**src/rtl/glitch_pkg.sv**
```systemverilog
// Shared types and constants for the glitch pulse generator.
package glitch_pkg;

  // Default counter and configuration widths
  localparam int DELAY_W_DEF   = 32;
  localparam int WIDTH_W_DEF   = 16;
  localparam int TIMEOUT_W_DEF = 32;

  // Trigger edge-select encodings
  localparam logic EDGE_RISE = 1'b0;
  localparam logic EDGE_FALL = 1'b1;

  // Sequencer states
  typedef enum logic [1:0] {
    IDLE  = 2'd0,
    ARMED = 2'd1,
    DELAY = 2'd2,
    PULSE = 2'd3
  } state_e;

endpackage

```
**src/rtl/glitch_pulse_gen_sync_edge_det.sv**
```systemverilog
// Multi-stage synchroniser for an asynchronous input followed by a
// registered edge detector. rise_o/fall_o are one-cycle pulses.
// SYNC_STAGES must be at least 2.
module sync_edge_det #(
  parameter int SYNC_STAGES = 2
) (
  input  logic clk,
  input  logic rst_n,
  input  logic async_i,
  output logic rise_o,
  output logic fall_o
);

  logic [SYNC_STAGES-1:0] sync_q;
  logic                   prev_q;
  logic                   rise_q;
  logic                   fall_q;
  logic                   sync_out;

  assign sync_out = sync_q[SYNC_STAGES-1];

  // Synchronise the input, keep its previous value and register edge flags
  // NOTE: sequential state uses non-blocking assignments so every flop
  // samples the pre-edge values and the shift chain does not collapse.
  always_ff @(posedge clk or negedge rst_n) begin
    if (!rst_n) begin
      sync_q <= '0;
      prev_q <= 1'b0;
      rise_q <= 1'b0;
      fall_q <= 1'b0;
    end else begin
      sync_q <= {sync_q[SYNC_STAGES-2:0], async_i};
      prev_q <= sync_out;
      rise_q <= sync_out & ~prev_q;
      fall_q <= ~sync_out & prev_q;
    end
  end

  assign rise_o = rise_q;
  assign fall_o = fall_q;

endmodule

```
**src/rtl/glitch_pulse_gen.sv**
```systemverilog
// Glitch timing core: arm with a configuration, wait for a qualified edge on
// the external trigger, count the programmed delay, then drive a registered
// pulse for the programmed width.
// Optional feature macro: GLITCH_TIMEOUT_EN (bounded wait in ARMED with a
// timeout_o strobe). Without it, ARMED waits forever and timeout_o is 0.
module glitch_pulse_gen
  import glitch_pkg::*;
#(
  parameter int DELAY_W     = DELAY_W_DEF,
  parameter int WIDTH_W     = WIDTH_W_DEF,
  parameter int SYNC_STAGES = 2,
  parameter int TIMEOUT_W   = TIMEOUT_W_DEF
) (
  input  logic                 clk,
  input  logic                 rst_n,
  input  logic                 arm_i,
  input  logic                 abort_i,
  input  logic                 edge_sel_i,
  input  logic [DELAY_W-1:0]   delay_i,
  input  logic [WIDTH_W-1:0]   width_i,
  input  logic [TIMEOUT_W-1:0] timeout_i,
  input  logic                 trigger_i,
  output logic                 pulse_o,
  output logic                 busy_o,
  output logic                 done_o,
  output logic                 timeout_o
);

  state_e               state_q, state_d;
  logic                 edge_sel_q, edge_sel_d;
  logic [DELAY_W-1:0]   delay_q, delay_d;
  logic [WIDTH_W-1:0]   width_q, width_d;
  logic [DELAY_W-1:0]   delay_cnt_q, delay_cnt_d;
  logic [WIDTH_W-1:0]   width_cnt_q, width_cnt_d;
  logic                 pulse_q, pulse_d;
  logic                 done_q, done_d;
  logic                 trig_rise, trig_fall;
  logic                 qual_edge;
  logic [WIDTH_W-1:0]   width_load;

`ifdef GLITCH_TIMEOUT_EN
  logic [TIMEOUT_W-1:0] tmo_lim_q, tmo_lim_d;
  logic [TIMEOUT_W-1:0] tmo_cnt_q, tmo_cnt_d;
  logic                 tmo_strobe_q, tmo_strobe_d;
`else
  logic                 unused_timeout;
  assign unused_timeout = ^timeout_i;
`endif

  sync_edge_det #(
    .SYNC_STAGES (SYNC_STAGES)
  ) u_trig_det (
    .clk     (clk),
    .rst_n   (rst_n),
    .async_i (trigger_i),
    .rise_o  (trig_rise),
    .fall_o  (trig_fall)
  );

  assign qual_edge  = (edge_sel_q == EDGE_FALL) ? trig_fall : trig_rise;
  // A programmed width of 0 still yields a single-cycle pulse
  assign width_load = (width_q == '0) ? '0 : width_q - WIDTH_W'(1);

  // Next-state, counter and output decode for the sequencer
  // NOTE: every target gets a default first so no path leaves a signal
  // unassigned, which would otherwise infer a latch.
  always_comb begin
    state_d     = state_q;
    edge_sel_d  = edge_sel_q;
    delay_d     = delay_q;
    width_d     = width_q;
    delay_cnt_d = delay_cnt_q;
    width_cnt_d = width_cnt_q;
    pulse_d     = 1'b0;
    done_d      = 1'b0;
`ifdef GLITCH_TIMEOUT_EN
    tmo_lim_d    = tmo_lim_q;
    tmo_cnt_d    = tmo_cnt_q;
    tmo_strobe_d = 1'b0;
`endif

    if (abort_i) begin
      // Abort beats everything, including a simultaneous arm
      state_d = IDLE;
    end else begin
      unique case (state_q)
        IDLE: begin
          if (arm_i) begin
            state_d    = ARMED;
            edge_sel_d = edge_sel_i;
            delay_d    = delay_i;
            width_d    = width_i;
`ifdef GLITCH_TIMEOUT_EN
            tmo_lim_d  = timeout_i;
            tmo_cnt_d  = '0;
`endif
          end
        end

        ARMED: begin
          if (qual_edge) begin
            if (delay_q == '0) begin
              state_d     = PULSE;
              pulse_d     = 1'b1;
              width_cnt_d = width_load;
            end else begin
              state_d     = DELAY;
              delay_cnt_d = delay_q - DELAY_W'(1);
            end
`ifdef GLITCH_TIMEOUT_EN
          end else if ((tmo_lim_q != '0) && (tmo_cnt_q == tmo_lim_q - TIMEOUT_W'(1))) begin
            state_d      = IDLE;
            tmo_strobe_d = 1'b1;
          end else if (tmo_cnt_q != '1) begin
            tmo_cnt_d = tmo_cnt_q + TIMEOUT_W'(1);
`endif
          end
        end

        DELAY: begin
          if (delay_cnt_q == '0) begin
            state_d     = PULSE;
            pulse_d     = 1'b1;
            width_cnt_d = width_load;
          end else begin
            delay_cnt_d = delay_cnt_q - DELAY_W'(1);
          end
        end

        PULSE: begin
          if (width_cnt_q == '0) begin
            state_d = IDLE;
            done_d  = 1'b1;
          end else begin
            pulse_d     = 1'b1;
            width_cnt_d = width_cnt_q - WIDTH_W'(1);
          end
        end

        default: state_d = IDLE;
      endcase
    end
  end

  // Sequencer state, latched configuration, counters and registered outputs
  always_ff @(posedge clk or negedge rst_n) begin
    if (!rst_n) begin
      state_q     <= IDLE;
      edge_sel_q  <= EDGE_RISE;
      delay_q     <= '0;
      width_q     <= '0;
      delay_cnt_q <= '0;
      width_cnt_q <= '0;
      pulse_q     <= 1'b0;
      done_q      <= 1'b0;
    end else begin
      state_q     <= state_d;
      edge_sel_q  <= edge_sel_d;
      delay_q     <= delay_d;
      width_q     <= width_d;
      delay_cnt_q <= delay_cnt_d;
      width_cnt_q <= width_cnt_d;
      pulse_q     <= pulse_d;
      done_q      <= done_d;
    end
  end

`ifdef GLITCH_TIMEOUT_EN
  // Timeout limit, ARMED wait counter and expiry strobe
  always_ff @(posedge clk or negedge rst_n) begin
    if (!rst_n) begin
      tmo_lim_q    <= '0;
      tmo_cnt_q    <= '0;
      tmo_strobe_q <= 1'b0;
    end else begin
      tmo_lim_q    <= tmo_lim_d;
      tmo_cnt_q    <= tmo_cnt_d;
      tmo_strobe_q <= tmo_strobe_d;
    end
  end

  assign timeout_o = tmo_strobe_q;
`else
  assign timeout_o = 1'b0;
`endif

  assign pulse_o = pulse_q;
  assign done_o  = done_q;
  assign busy_o  = (state_q != IDLE);

endmodule

```
**config.mk**
```make
export PLATFORM = sky130hd
export DESIGN_NAME = glitch_pulse_gen
export DESIGN_NICKNAME = d
export VERILOG_FILES = /design/src/rtl/glitch_pkg.sv /design/src/rtl/glitch_pulse_gen_sync_edge_det.sv /design/src/rtl/glitch_pulse_gen.sv
export SDC_FILE = /design/constraint.sdc
export NUM_CORES = 1
export LEC_CHECK = 0
export CAP_MARGIN = 20
export CORE_MARGIN = 2
export CORE_UTILIZATION = 30
export CTS_BUF_LIST = sky130_fd_sc_hd__clkbuf_16
export DETAILED_ROUTE_END_ITERATION = 10
export DONT_BUFFER_PORTS = 1
export GPL_ROUTABILITY_DRIVEN = 1
export GPL_TIMING_DRIVEN = 0
export PLACE_DENSITY = 0.47
export SYNTH_ARGS = -nofsm -noshare
export SYNTH_HDL_FRONTEND = slang
export SYNTH_SLANG_ARGS = --single-unit
```
**constraint.sdc**
```tcl
create_clock -name clk -period 8.55 [get_ports clk]
set_input_delay 1.2825 -clock clk [delete_from_list [all_inputs] [get_ports clk]]
set_output_delay 1.2825 -clock clk [all_outputs]
set_load 0.01 [all_outputs]
```
After elaboration in Yosys (flattened, before gate mapping):

Cells that the tools add are included.

* bitwise operators: 5
* muxes and demuxes: 27
* add/sub/neg operators: 4
* equal/unequal tests: 13
* reduce and logical (&&, ||, !) cells: 12

Operators by type and width (number)
* $mux 32: 3
* $mux 16: 5
* $logic_not 32->1: 2
* $pmux 32 s2: 1
* $sub 32x1->32 const B: 2
* $pmux 16 s3: 1
* $logic_not 16->1: 2
* $sub 16x1->16 const B: 2
* $ne 2x2->1 const B: 6
* $ne 3x3->1 const B: 4
* $mux 1: 10
* $mux 2: 5
* $pmux 2 s4: 1
* $reduce_and 6->1: 1
* $reduce_and 5->1: 1
* $eq 2x2->1 const B: 2
* $reduce_and 4->1: 1
* $reduce_bool 2->1: 2
* $not 1->1: 3
* $pmux 1 s3: 1
* $reduce_and 3->1: 1
* $reduce_bool 3->1: 1
* $and 1x1->1: 2
* $eq 2x1->1 const B: 1
* $logic_not 2->1: 1

* output and inout bits: 4
* bits in registers: 106
* logic and storage cells: 73
* bits of input ports: 86

Depth between registers and ports, before layout:

* word-level depth: 5
* gate-level depth with buffers: 17
* depth with buffers taken out: 10

Hierarchy:

From an unflattened synthesis, not the netlist that was laid out.

* cell total of the unflattened synthesis: 703
* area, all modules: 6796.5 sq um

Modules (own cells, without submodules)
* glitch_pulse_gen: sequential area each 2527.4 sq um, area each 6656.4 sq um, cells an instance 696, instances 1
* sync_edge_det: sequential area each 125.1 sq um, area each 140.1 sq um, cells an instance 7, instances 1

Worst setup path before layout:

OpenSTA, ideal clock, no wires.

* path kind: flip-flop to flip-flop
* from: register state_q[0]
* to: register delay_cnt_q[18]
* library setup time: 0.125 ns
* stages on the path, launching flop included: 18
* period minus slack after synthesis: 4.534 ns
* data arrival time: 4.408 ns
* required time: 8.425 ns
* buffers on the path: 7
* setup slack: 4.016 ns
* cells stage by stage: dfrtp_1 > inv_1 > ha_1 > buf_2 > buf_2 > buf_2 > buf_2 > buf_1 > buf_1 > clkbuf_1 > mux2i_1 > ha_1 > nor4bb_1 > o22ai_1 > nor4_2 > mux2_2 > o21ai_0 > o21ai_1

* cells in the longest elaborated chain, start to end: 3
* elaborated cells on any way between the ends: 8
* those cells by class: 5 x eq/ne; 1 x mux; 2 x reduce/logical

RTL lines
* start, declared: RTL line glitch_pulse_gen.sv:29 `state_e state_q, state_d;`
* start signal, assigned: RTL line glitch_pulse_gen.sv:157 `state_q <= state_d;`
* $eq 2x2->1 / $eq 2x1->1 (equally long branches): RTL line glitch_pulse_gen.sv:86 `unique case (state_q)`
* $ne 2x2->1 (no source line) / $reduce_bool 2->1 (equally long branches)
* $reduce_and 5->1 (no source line)
* end signal, assigned: RTL line glitch_pulse_gen.sv:161 `delay_cnt_q <= delay_cnt_d;`
* end, declared: RTL line glitch_pulse_gen.sv:33 `logic [DELAY_W-1:0] delay_cnt_q, delay_cnt_d;`

Several ways; a longest one is shown, not always the timed one.
A chain may end at the register's enable or synchronous reset.

Worst setup path in the final report:

Ends and elaborated chain as after synthesis.

==> metrics.yaml <==
run_status:
  outcome: "finished clean"
route:
  ant_nets: 0
  vias: 5966
  drt_iter0_markers: 606
  vias_per_cell: 5.95
  dr.pass1.iters: 5
  drc: 0
  routed_wl_mm: 22.0
  wire_per_inst_um: 21.9
critical_path:
  critPathMaxStageDelay_ns: 0.88
  critPathMostFrequentCell: "buf_2"
  slowest_stage: "nor4_2"
  r2r_end: "delay_cnt_q[18]"
  crit_path_start_kind: "flop"
  crit_type: "reg2reg"
  cp_max_fo: 10
  reg2reg_slack_ns: 1.83
  path_cells: "inv_1, ha_1, buf_2, buf_2, buf_2, buf_2, buf_1, buf_1, clkbuf_1, mux2i_1, ha_1, nor4bb_1, o22ai_1, nor4_2, mux2_2, o21ai_0, o21ai_1"
  critPathArrivalTime_ns: 6.96
  r2r_cells: 17
  required_ns: 8.79
  end_kind: "flop"
  r2r-start: "state_q[0]"
sta:
  skew_ns: 0.00785
  slew_viol_final: 0
  setup_violations: 0
  setup_tns_ns: 0
  worst-slew-pin-transition_ns: 0.989
  max_freq_mhz: 149
  post-route-min-period_ns: 6.72
  hold_viol_final: 0
  fin_hold_ws_ns: 0.353
  slew_headroom: 0.335
  fin_crit_sh: 0.786
  rsz0062_at_grt: "no"
global_routing:
  grt_pass1_vias: 5966
  grt_antenna_before_repair: 0
  grt_max_degree: 107
  gr-total-overflow: 0
  grt_pass1_wl_mm: 34.9
  grt.total_usage: 0.188
cts:
  root_buffer: "clkbuf_16"
  clock_latency_ns: 0.36
  cts_tree: "yes"
  cts_sinks: 106
  hold_buffers: 0
  post_cts_buffers: 0
  cts-resized-gates: 0
  clockBufferDepth: 2
  clkSlewWorstSetupHoldPaths_ns: 0.08
  cts_max_level: 3
  cts_buffers: 9
synthesis:
  synth_nets: 802
  postSynthCellCount: 706
  ys.flop_type: "dfrtp_1"
  ys_async_sr_fraction: 1.00
  synth_compound_area_frac: 0.165
  syn_avg_cell_area_sq_um: 9.50
  synthesis.area_sq_um: 6700
  synth_cell_types: 75
  synth-xor-area-share: 0.0366
  synth.mux.area_fraction: 0.0976
  synth-simple-area-share: 0.244
  ys_ff_latch: 106
  synth-edff-count: 0
  synthAdderAreaFrac: 0.0187
  seq_area_frac_synth: 0.396
  yosys_warnings: 0
  synth_top_family_by_area: "simple AND/OR/NAND/NOR gates"
power_and_ir_drop:
  ir_drop_mv: 0.147
  powerDensity_nw_per_um2: 361
  p_int_mw: 1.45
  seqPwrFrac: 0.421
  p_clk_frac: 0.156
  power.switching_mw: 1.20
  p_leak_nw: 2.71
  power_switching_share: 0.454
  p_comb_frac: 0.423
layout:
  n_antenna_cell: 0
  area_delta_synth_final_pct: 9.56
  final_nets: 814
  drive_gt1_frac: 0.142
placement:
  hpwl_mm: 16.0
  gp_congestion: 0.969
  io_buffers: 0
flow_run:
  max_cap_violations: 0
min_path:
  hp-class: "reg2reg"
  min-delay-start: "u_trig_det.sync_q[0]"
  min_to: "u_trig_det.sync_q[1]"
  holdPathStages: 0
die:
  io_pins: 90
  core-area_sq_um: 21900
  die_w_um: 153
  die-area_sq_um: 23600
  num_rows: 54
  start_util: 0.306
  dieHeight_um: 153
==> flip-flops by register name, indices dropped and copies added, names as in the netlist <==
| register | count |
|---|---|
| delay_q | 32 |
| done_o | 1 |
| u_trig_det.sync_q | 2 |
| pulse_o | 1 |
| width_q | 16 |
| width_cnt_q | 16 |
| u_trig_det.rise_o | 1 |
| u_trig_det.fall_o | 1 |
| edge_sel_q | 1 |
| delay_cnt_q | 32 |
| u_trig_det.prev_q | 1 |
| state_q | 2 |
==> how the worst max path moves through the flow <==
stage	startpoint	endpoint	slack [ns]	cells after the start
6_report	state_q[0]	delay_cnt_q[18]	1.83	17
5_1_grt	state_q[0]	delay_cnt_q[18]	1.26	17
4_1_cts	state_q[0]	delay_cnt_q[18]	1.87	17
3_5_place_dp	state_q[0]	delay_cnt_q[18]	1.89	17
3_3_place_gp	state_q[0]	delay_cnt_q[18]	1.83	17
2_1_floorplan	state_q[0]	delay_cnt_q[18]	4.02	17
==> critical path, delay by kind of cell, from the launching register on <==
kind,cells,cell delay (ns)
compound gates,3,0.45
fa+ha+maj,2,0.55
buf+inv,8,3.12
flops,1,0.42
mux,2,0.71
simple gates,2,1.35
==> stage by stage <==
step	util	worst slack, ns	instances	area [sq um]	total power [mW]
3_5_place_dp	0.323	1.89	987	7060	2.22
3_3_place_gp	0.322	1.83	986	7050	2.19
5_1_grt	0.336	1.26	1003	7340	2.84
4_1_cts	0.336	1.87	1003	7340	2.64
2_1_floorplan	-	4.02	706	6700	1.83
6_report	0.336	1.83	1003	7340	2.65
==> synthesized netlist by cell type (3+ instances only) <==
cell type	number	area, sq um
o32ai_1	7	61.3
a31oi_1	6	37.5
a211o_1	4	35.0
or3_1	12	75.1
nor4_1	31	194
xnor2_1	13	114
or3b_2	4	35.0
nor4b_1	9	78.8
o32a_1	3	30.0
nand3_1	21	105
a22oi_1	6	45.0
nor2_1	31	116
mux2_2	51	574
o21ai_1	3	15.0
xor2_1	15	131
o211ai_1	8	60.1
nand4b_1	7	61.3
buf_1	6	22.5
nor3b_1	13	97.6
mux2i_1	8	80.1
nor2b_1	8	50.1
inv_1	17	63.8
buf_2	9	45.0
a32oi_1	9	78.8
nand2_1	72	270
clkbuf_1	18	67.6
a21oi_1	12	60.1
o22a_1	3	26.3
ha_1	10	125
a41oi_1	4	35.0
buf_6	3	33.8
buf_4	4	30.0
nor3_1	33	165
dfrtp_1	106	2650
or4_1	11	82.6
o21ai_0	28	140
nand2b_1	6	37.5
o22ai_1	19	119
a22o_1	15	131
or2_2	6	37.5
nand3b_1	3	22.5
o21a_1	3	22.5
nand4_1	10	62.6
==> per-layer routing <==
metal  share of wire  track usage
met1            0.45        0.261
met2            0.46        0.296
met3           0.068       0.0349
met4           0.023       0.0629
met5               0            0
==> cells by family (layout without fill, tap and decap cells) <==
kind of cell / Yosys count / count (layout)
mux: 59 / 59
compound gates: 152 / 152
flops: 106 / 106
fa+ha+maj: 10 / 10
xor+xnor: 28 / 28
simple gates: 291 / 291
other cells: 1 / 1
buf+inv: 59 / 76
==> cells in the final DEF (no fill, tap or decap), drive strengths merged, types with 23 or more instances in the layout <==
master and count:
buf 24, clkbuf 27, dfrtp 106, inv 23
mux2 51, nand2 72, nor2 31, nor3 33
nor4 33, o21ai 32
==> power groups by stage <==
stage          logic (mW)  registers (mW)  clock network, mW
2_1_floorplan       0.866           0.962                  0
3_3_place_gp         1.09            1.10                  0
3_5_place_dp         1.11            1.11                  0
4_1_cts              1.11            1.10              0.428
5_1_grt              1.24            1.15              0.446
6_report             1.12            1.12              0.414
==> cell type report <==
| cell class | instances | area, sq um |
|---|---|---|
| plain buffers | 41 | 214 |
| inverters | 18 | 67.6 |
| clock buffers | 9 | 225 |
| clock inverters | 7 | 57.6 |
| fillers | 2325 | 14500 |
| repair buffers | 1 | 7.51 |
| flip-flops and latches | 106 | 2650 |
| multi-input cells | 541 | 3770 |
| well taps | 280 | 350 |
Power figures use the tool's default switching activity.
